--- config.mk ---
export PLATFORM = sky130hd
export DESIGN_NAME = jt08_adpcmb_memwr
export DESIGN_NICKNAME = d
export VERILOG_FILES = /design/src/rtl/jt08_adpcmb_memwr.sv
export SDC_FILE = /design/constraint.sdc
export NUM_CORES = 1
export LEC_CHECK = 0
export BUFFER_PORTS_ARGS = -buffer_cell sky130_fd_sc_hd__buf_4
export CAP_MARGIN = 40
export CORE_UTILIZATION = 51
export DETAILED_ROUTE_END_ITERATION = 10
export HOLD_SLACK_MARGIN = 0.02
export PLACE_DENSITY = 0.88
export SYNTH_ARGS = -nofsm -noshare
export SYNTH_HDL_FRONTEND = slang
export SYNTH_SLANG_ARGS = --single-unit
--- constraint.sdc ---
create_clock -name clk -period 2.1 [get_ports clk]
set_input_delay 0.21 -clock clk [delete_from_list [all_inputs] [get_ports clk]]
set_output_delay 0.21 -clock clk [all_outputs]
set_load 0.02 [all_outputs]
--- src/rtl/jt08_adpcmb_memwr.sv ---
// CPU-to-sample-RAM writer for the ADPCM-B channel.
// CPU bytes are written one at a time from astart up to aend inclusive.
// The address wraps to 0 after alimit. The writer also drives the
// BRDY/EOS/overrun status bits toward the register bank.
module jt08_adpcmb_memwr #(
   parameter int AW = 21,
   parameter int DW = 8
) (
   input  logic          clk,
   input  logic          rst,
   input  logic          start,
   input  logic          clr,
   input  logic [AW-1:0] astart,
   input  logic [AW-1:0] aend,
   input  logic [AW-1:0] alimit,
   input  logic [DW-1:0] din,
   input  logic          din_wr,
   output logic          mem_we,
   output logic [AW-1:0] mem_addr,
   output logic [DW-1:0] mem_dout,
   input  logic          mem_ack,
   output logic          busy,
   output logic          brdy,
   output logic          eos,
   input  logic          clr_flag,
   output logic          ovr
);

   typedef enum logic [1:0] {
      IDLE  = 2'd0,
      ARMED = 2'd1,
      WRITE = 2'd2
   } state_t;

   localparam logic [AW-1:0] ADDR_ONE  = {{(AW-1){1'b0}}, 1'b1};
   localparam logic [AW-1:0] ADDR_ZERO = '0;

   state_t        state_q, state_d;
   logic [AW-1:0] addr_q, addr_d;
   logic [AW-1:0] mem_addr_q, mem_addr_d;
   logic [DW-1:0] mem_dout_q, mem_dout_d;
   logic          mem_we_q, mem_we_d;
   logic          brdy_q, brdy_d;
   logic          busy_q, busy_d;
   logic          eos_q, eos_d;
   logic          ovr_q, ovr_d;
   logic          byte_ok;

   // Next-state logic. clr beats start, and start beats everything else.
   // Flag clears are applied first, so any set in the same cycle overrides them.
   always_comb begin
      state_d    = state_q;
      addr_d     = addr_q;
      mem_addr_d = mem_addr_q;
      mem_dout_d = mem_dout_q;
      mem_we_d   = mem_we_q;
      brdy_d     = brdy_q;
      eos_d      = eos_q;
      ovr_d      = ovr_q;
      byte_ok    = (state_q == ARMED) && !clr && !start;

      if (clr_flag) begin
         eos_d = 1'b0;
         ovr_d = 1'b0;
      end
      if (din_wr && !byte_ok) begin
         ovr_d = 1'b1;
      end

      if (clr) begin
         state_d  = IDLE;
         mem_we_d = 1'b0;
         brdy_d   = 1'b0;
      end else if (start) begin
         state_d  = ARMED;
         addr_d   = astart;
         mem_we_d = 1'b0;
         brdy_d   = 1'b1;
      end else begin
         case (state_q)
            IDLE: begin
               brdy_d   = 1'b0;
               mem_we_d = 1'b0;
            end
            ARMED: begin
               if (din_wr) begin
                  state_d    = WRITE;
                  mem_dout_d = din;
                  mem_addr_d = addr_q;
                  mem_we_d   = 1'b1;
                  brdy_d     = 1'b0;
               end
            end
            WRITE: begin
               if (mem_ack) begin
                  mem_we_d = 1'b0;
                  if (addr_q == aend) begin
                     eos_d   = 1'b1;
                     state_d = IDLE;
                     brdy_d  = 1'b0;
                  end else begin
                     addr_d  = (addr_q == alimit) ? ADDR_ZERO : addr_q + ADDR_ONE;
                     state_d = ARMED;
                     brdy_d  = 1'b1;
                  end
               end
            end
            default: begin
               state_d  = IDLE;
               mem_we_d = 1'b0;
               brdy_d   = 1'b0;
            end
         endcase
      end

      busy_d = (state_d != IDLE);
   end

   // State and output registers, all cleared by the asynchronous reset.
   always_ff @(posedge clk or posedge rst) begin
      if (rst) begin
         state_q    <= IDLE;
         addr_q     <= '0;
         mem_addr_q <= '0;
         mem_dout_q <= '0;
         mem_we_q   <= 1'b0;
         brdy_q     <= 1'b0;
         busy_q     <= 1'b0;
         eos_q      <= 1'b0;
         ovr_q      <= 1'b0;
      end else begin
         state_q    <= state_d;
         addr_q     <= addr_d;
         mem_addr_q <= mem_addr_d;
         mem_dout_q <= mem_dout_d;
         mem_we_q   <= mem_we_d;
         brdy_q     <= brdy_d;
         busy_q     <= busy_d;
         eos_q      <= eos_d;
         ovr_q      <= ovr_d;
      end
   end

   assign mem_we   = mem_we_q;
   assign mem_addr = mem_addr_q;
   assign mem_dout = mem_dout_q;
   assign busy     = busy_q;
   assign brdy     = brdy_q;
   assign eos      = eos_q;
   assign ovr      = ovr_q;

endmodule

# Yosys cells after proc, flatten, opt, wreduce, memory -nomap -nowiden
# Index checks and enable logic that the tools add are counted.
op_classes:
  n_addsub: 1
  n_eq_ne: 7
  n_mux: 30
  bitwise_logic: 2
  n_reduce_logical: 14
ops:
  columns: ["cell", "count"]
  rows:
  - ["$mux 21", 5]
  - ["$eq 21x21->1", 2]
  - ["$add 21x1->21 const B", 1]
  - ["$mux 1", 18]
  - ["$mux 2", 4]
  - ["$ne 4x4->1 const B", 2]
  - ["$reduce_and 4->1", 2]
  - ["$reduce_bool 2->1", 4]
  - ["$pmux 2 s3", 1]
  - ["$pmux 1 s2", 2]
  - ["$logic_and 1x1->1", 3]
  - ["$logic_not 1->1", 3]
  - ["$eq 2x1->1 const B", 1]
  - ["$eq 2x2->1 const B", 1]
  - ["$logic_not 2->1", 1]
  - ["$ne 2x2->1 const B", 1]
  - ["$not 1->1", 2]
  - ["$reduce_and 2->1", 1]
totals:
  regBits: 57
  input_bits: 78
  out_inout_bits: 34
  wordCells: 63

# Longest topological paths before layout
logic_depth:
  depth_word: 7
  ltp_mapped: 9
  mapped_depth_nobuf: 7

# Worst setup path after synthesis
# OpenSTA, ideal clock, no wires.
synth_timing:
  kind: "reg-to-reg"
  startpoint: "register addr_q[14]"
  endpoint: "register addr_q[9]"
  setup_ns: 0.121
  arrival_ns: 1.822
  t_required_ns: 1.979
  setup_slack_ns: 0.157
  path_stages_with_launch: 8
  path_buffers: 1
  period_less_slack_ns: 1.943
  cell_sequence: "dfrtp_1 > buf_6 > xnor2_2 > nand4_2 > nor4_4 > a21oi_2 > a32o_1 > a22o_1"
synth_between:
  elab_chain_cells: 6
  elab_cells_between_ends: 9
  classes_between: "eq/ne: 3; mux: 5; reduce/logical: 1"
synth_lines:
  columns: ["element", "line_no", "source"]
  rows:
  - ["from (decl)", "39", "logic [AW-1:0] addr_q, addr_d;"]
  - ["from (signal assigned)", "133", "addr_q <= addr_d;"]
  - ["$eq 21x21->1", "102", "addr_d = (addr_q == alimit) ? ADDR_ZERO : addr_q + ADDR_ONE;"]
  - ["$mux 21", "102", null]
  - ["$mux 21", "97", "if (addr_q == aend) begin"]
  - ["$mux 21", "95", "if (mem_ack) begin"]
  - ["$mux 21", "80", "case (state_q)"]
  - ["$mux 21", "74", "end else if (start) begin"]
# Parallel ways exist; a longest one is shown, timed or not. The select of a mux whose other input is x is not followed.
# A chain may end at the register's enable or synchronous reset.

# Worst setup path in the final report
layout_timing:
  startpoint: "register addr_q[11]"
  endpoint: "register addr_q[7]"
# Same word-level chain as after synthesis.

==> flow_summary.json <==
{
  "worst_slew_pin_slew_ps": 607,
  "htreeDepth": 3,
  "antenna_left": 0,
  "fmax_ghz": 0.424,
  "synthDistinctLibCells": 52,
  "reg2reg_slack_ps": -260,
  "synth_seq_cells": 57,
  "root_buffer": "clkbuf_8",
  "drt-initial-drc-count": 696,
  "critPathMaxStageDelay_ps": 460,
  "gp_congestion": 0.962,
  "placed_area_sq_um": 4400,
  "wl_per_cell_microns": 24.1,
  "crit_fanout": 7,
  "start_util_pct": 52.7,
  "power_frac_clock_pct": 27.4,
  "fin_skew_ps": 8.54,
  "cts_buffers": 9,
  "slowest_stage": "dfrtp_2",
  "grt_pass1_wl_mm": 16.9,
  "io_buffer_count": 111,
  "drive_above_1_share_pct": 50.9,
  "post-place-ws_ps": -41.9,
  "violations": "negative setup slack",
  "r2r_end": "addr_q[7]",
  "hp-start": "clr_flag",
  "clockBufferDepth": 2,
  "die_width_microns": 83.0,
  "ios": 112,
  "nets": 579,
  "num-fill-cells": 336,
  "area_delta_synth_final_pct": 54.0,
  "power_density_nw_per_um2": 882,
  "yosysSeqAreaShare_pct": 42.7,
  "p_leak_nw": 2.41,
  "p_total_w": 0.00454,
  "slew_violations": 0,
  "drc": 0,
  "r2r-start": "addr_q[11]",
  "period_share_pct": 112,
  "end_kind": "flop",
  "p_int_w": 0.00290,
  "outcome": "complete, but fails checks",
  "critPathKind": "reg2reg",
  "fp.coreArea_sq_um": 6350,
  "slew_headroom_pct": 59.5,
  "syn_area_sq_um": 3340,
  "hp-class": "in2reg",
  "dr.pass1.iters": 7,
  "cap_violations": 0,
  "rsz0062_at_grt": "true",
  "multi_input_area_sq_um": 1950,
  "cts.clk_slew.worst_paths_ps": 80,
  "die-area_sq_um": 6880,
  "rr_worst_depth": 8,
  "switching_power_w": 0.00164,
  "regArea_sq_um": 1430,
  "worst_slack_ps": -260,
  "synth_flop_cell": "dfrtp_1",
  "clock_sinks": 57,
  "grt-ovfl-total": 0,
  "antenna_cells": 0,
  "start_kind": "flop",
  "post_layout_nonfiller_instances": 582,
  "cp.required_ps": 2330,
  "p_comb_share_pct": 39.2,
  "place_inst": 542,
  "rows": 29,
  "async_flop_share_pct": 100,
  "min_to": "eos",
  "die_h_microns": 83.0,
  "synth_cells": 346,
  "synth-edff-count": 0,
  "insertion_delay_ps": 360,
  "hold_ws_ps": 56.5,
  "grt_pass1_vias": 3436,
  "yosysWarnings": 0,
  "dp_hpwl_mm": 7.76,
  "synth.avg_cell_area_sq_um": 9.66,
  "grt_max_degree": 26,
  "hold_viol": 0,
  "hold_depth": 2,
  "grt_antenna_before_repair": 0,
  "tritoncts": "built",
  "pwr-share-seq_pct": 33.4,
  "finalWirelength_mm": 14.0,
  "switching_share_pct": 36.1,
  "synth_nets": 425,
  "fin_crit_ps": 2360,
  "crit_chain": "buf_6 -> xnor2_2 -> nand4_1 -> nor4_4 -> buf_4 -> a21o_4 -> o21ai_2 -> a22o_1",
  "vdd_drop_max_mv": 0.800,
  "crit_arrival_ps": 2590,
  "design_area_sq_um": 5150,
  "route.vias.total": 3850,
  "grtUsageTotal_pct": 31.6,
  "final-setup-viol-count": 22,
  "viasPerCell": 6.62
}
[critical path, delay by kind of cell, from the launching register on]
| kind | cells | cell delay, ps |
|---|---|---|
| xor gates and xnor gates | 1 | 180 |
| DFF | 1 | 460 |
| buffers and inverters | 2 | 400 |
| AOI/OAI and AO/OA | 3 | 500 |
| and+or+nand+nor | 2 | 680 |
[metrics by stage]
step                utilization [%]  TNS [ps]
global placement               69.2      -412
detailed placement             69.3      -102
CTS                            73.9     -34.3
global route                   81.1     -5980
floorplan                         -         0
finish                         81.1     -3770
[worst max-delay path by stage]
stage,depth (start not counted),start,slack (ps),end
2_1_floorplan,7,addr_q[14],160,addr_q[9]
3_3_place_gp,6,addr_q[1],-70,addr_q[9]
3_5_place_dp,8,addr_q[1],-40,addr_q[20]
4_1_cts,8,addr_q[14],-30,addr_q[15]
5_1_grt,8,addr_q[11],-330,addr_q[3]
6_report,8,addr_q[11],-260,addr_q[7]
[state kept, by name, indices dropped and copies added (netlist names)]
register,count
state_q,2
brdy,1
busy,1
mem_we,1
eos,1
addr_q,21
mem_addr,21
mem_dout,8
ovr,1
[power by group through the flow]
stage	combinational (W)	clock [W]	sequential, W
after floorplan	0.000658	0	0.00167
after global placement	0.00143	0	0.00149
after detailed placement	0.00147	0	0.00150
after CTS	0.00149	0.00120	0.00149
after global routing	0.00185	0.00127	0.00154
final	0.00178	0.00124	0.00152
[synthesized netlist by cell type (all sizes together) (2+ instances only)]
cell type | n | share of area (%)
buf | 19 | 4.0
mux2 | 20 | 6.7
o31a | 2 | 0.52
a21boi | 2 | 0.45
xor2 | 4 | 1.0
xnor2 | 38 | 11
nor4 | 4 | 1.4
dfrtp | 57 | 43
o2bb2ai | 3 | 0.79
a22o | 4 | 1.0
nand4 | 14 | 2.8
o311ai | 4 | 1.0
o31ai | 2 | 0.45
nor2b | 2 | 0.37
a22oi | 7 | 1.6
a211oi | 2 | 0.45
and3 | 2 | 0.37
clkbuf | 10 | 1.1
nor2 | 13 | 1.5
a21oi | 15 | 2.4
nand2 | 43 | 4.8
o41ai | 3 | 0.79
nor3 | 5 | 0.90
nand3 | 10 | 1.5
inv | 17 | 1.9
o22ai | 8 | 1.5
or3 | 2 | 0.37
o21ai | 21 | 3.1
[layout by cell type, fill, tap and decap left out, drive strengths merged, types with 5 or more instances in the layout]
master,count
a21oi,16
a22oi,7
buf,167
clkbuf,13
dfrtp,57
inv,17
mux2,20
nand2,43
nand3,10
nand4,14
nor2,13
nor3,5
o21ai,21
o22ai,8
xnor2,38
[layer usage]
metal	global-route usage [%]	wire [microns]
met1	40.9	4820
met2	50.1	6310
met4	16.3	1000
met5	0	0
met3	6.46	1870
[what timing repair did]
action                                  CTS  global route
pin swaps                                 6            30
hold buffers                              1             0
hold endpoints to repair                 23             0
endpoints found under the setup margin   10            19
resized for setup                         6            51
setup buffers                             1            18
cloned                                    1             3
[kinds of logic (layout without fill, tap and decap cells)]
kind of cell,Yosys count,count (layout),synth area share (%)
adders and majority gates,1,1,0.374
buffers and inverters,46,203,7.04
AOI/OAI and AO/OA,82,84,16.6
muxes,20,20,6.74
xor gates and xnor gates,42,42,11.9
DFF,57,57,42.7
and+or+nand+nor,98,98,14.7
[cell type report]
| type | count | share of cell area (%) |
|---|---|---|
| clock buffers | 11 | 2.94 |
| clock inverters | 5 | 1.51 |
| inverters | 17 | 1.24 |
| multi-input cells | 245 | 37.9 |
| flip-flops and latches | 57 | 27.8 |
| well taps | 77 | 1.87 |
| repair buffers | 170 | 26.8 |
No activity file was read; power rests on OpenSTA's default activity.
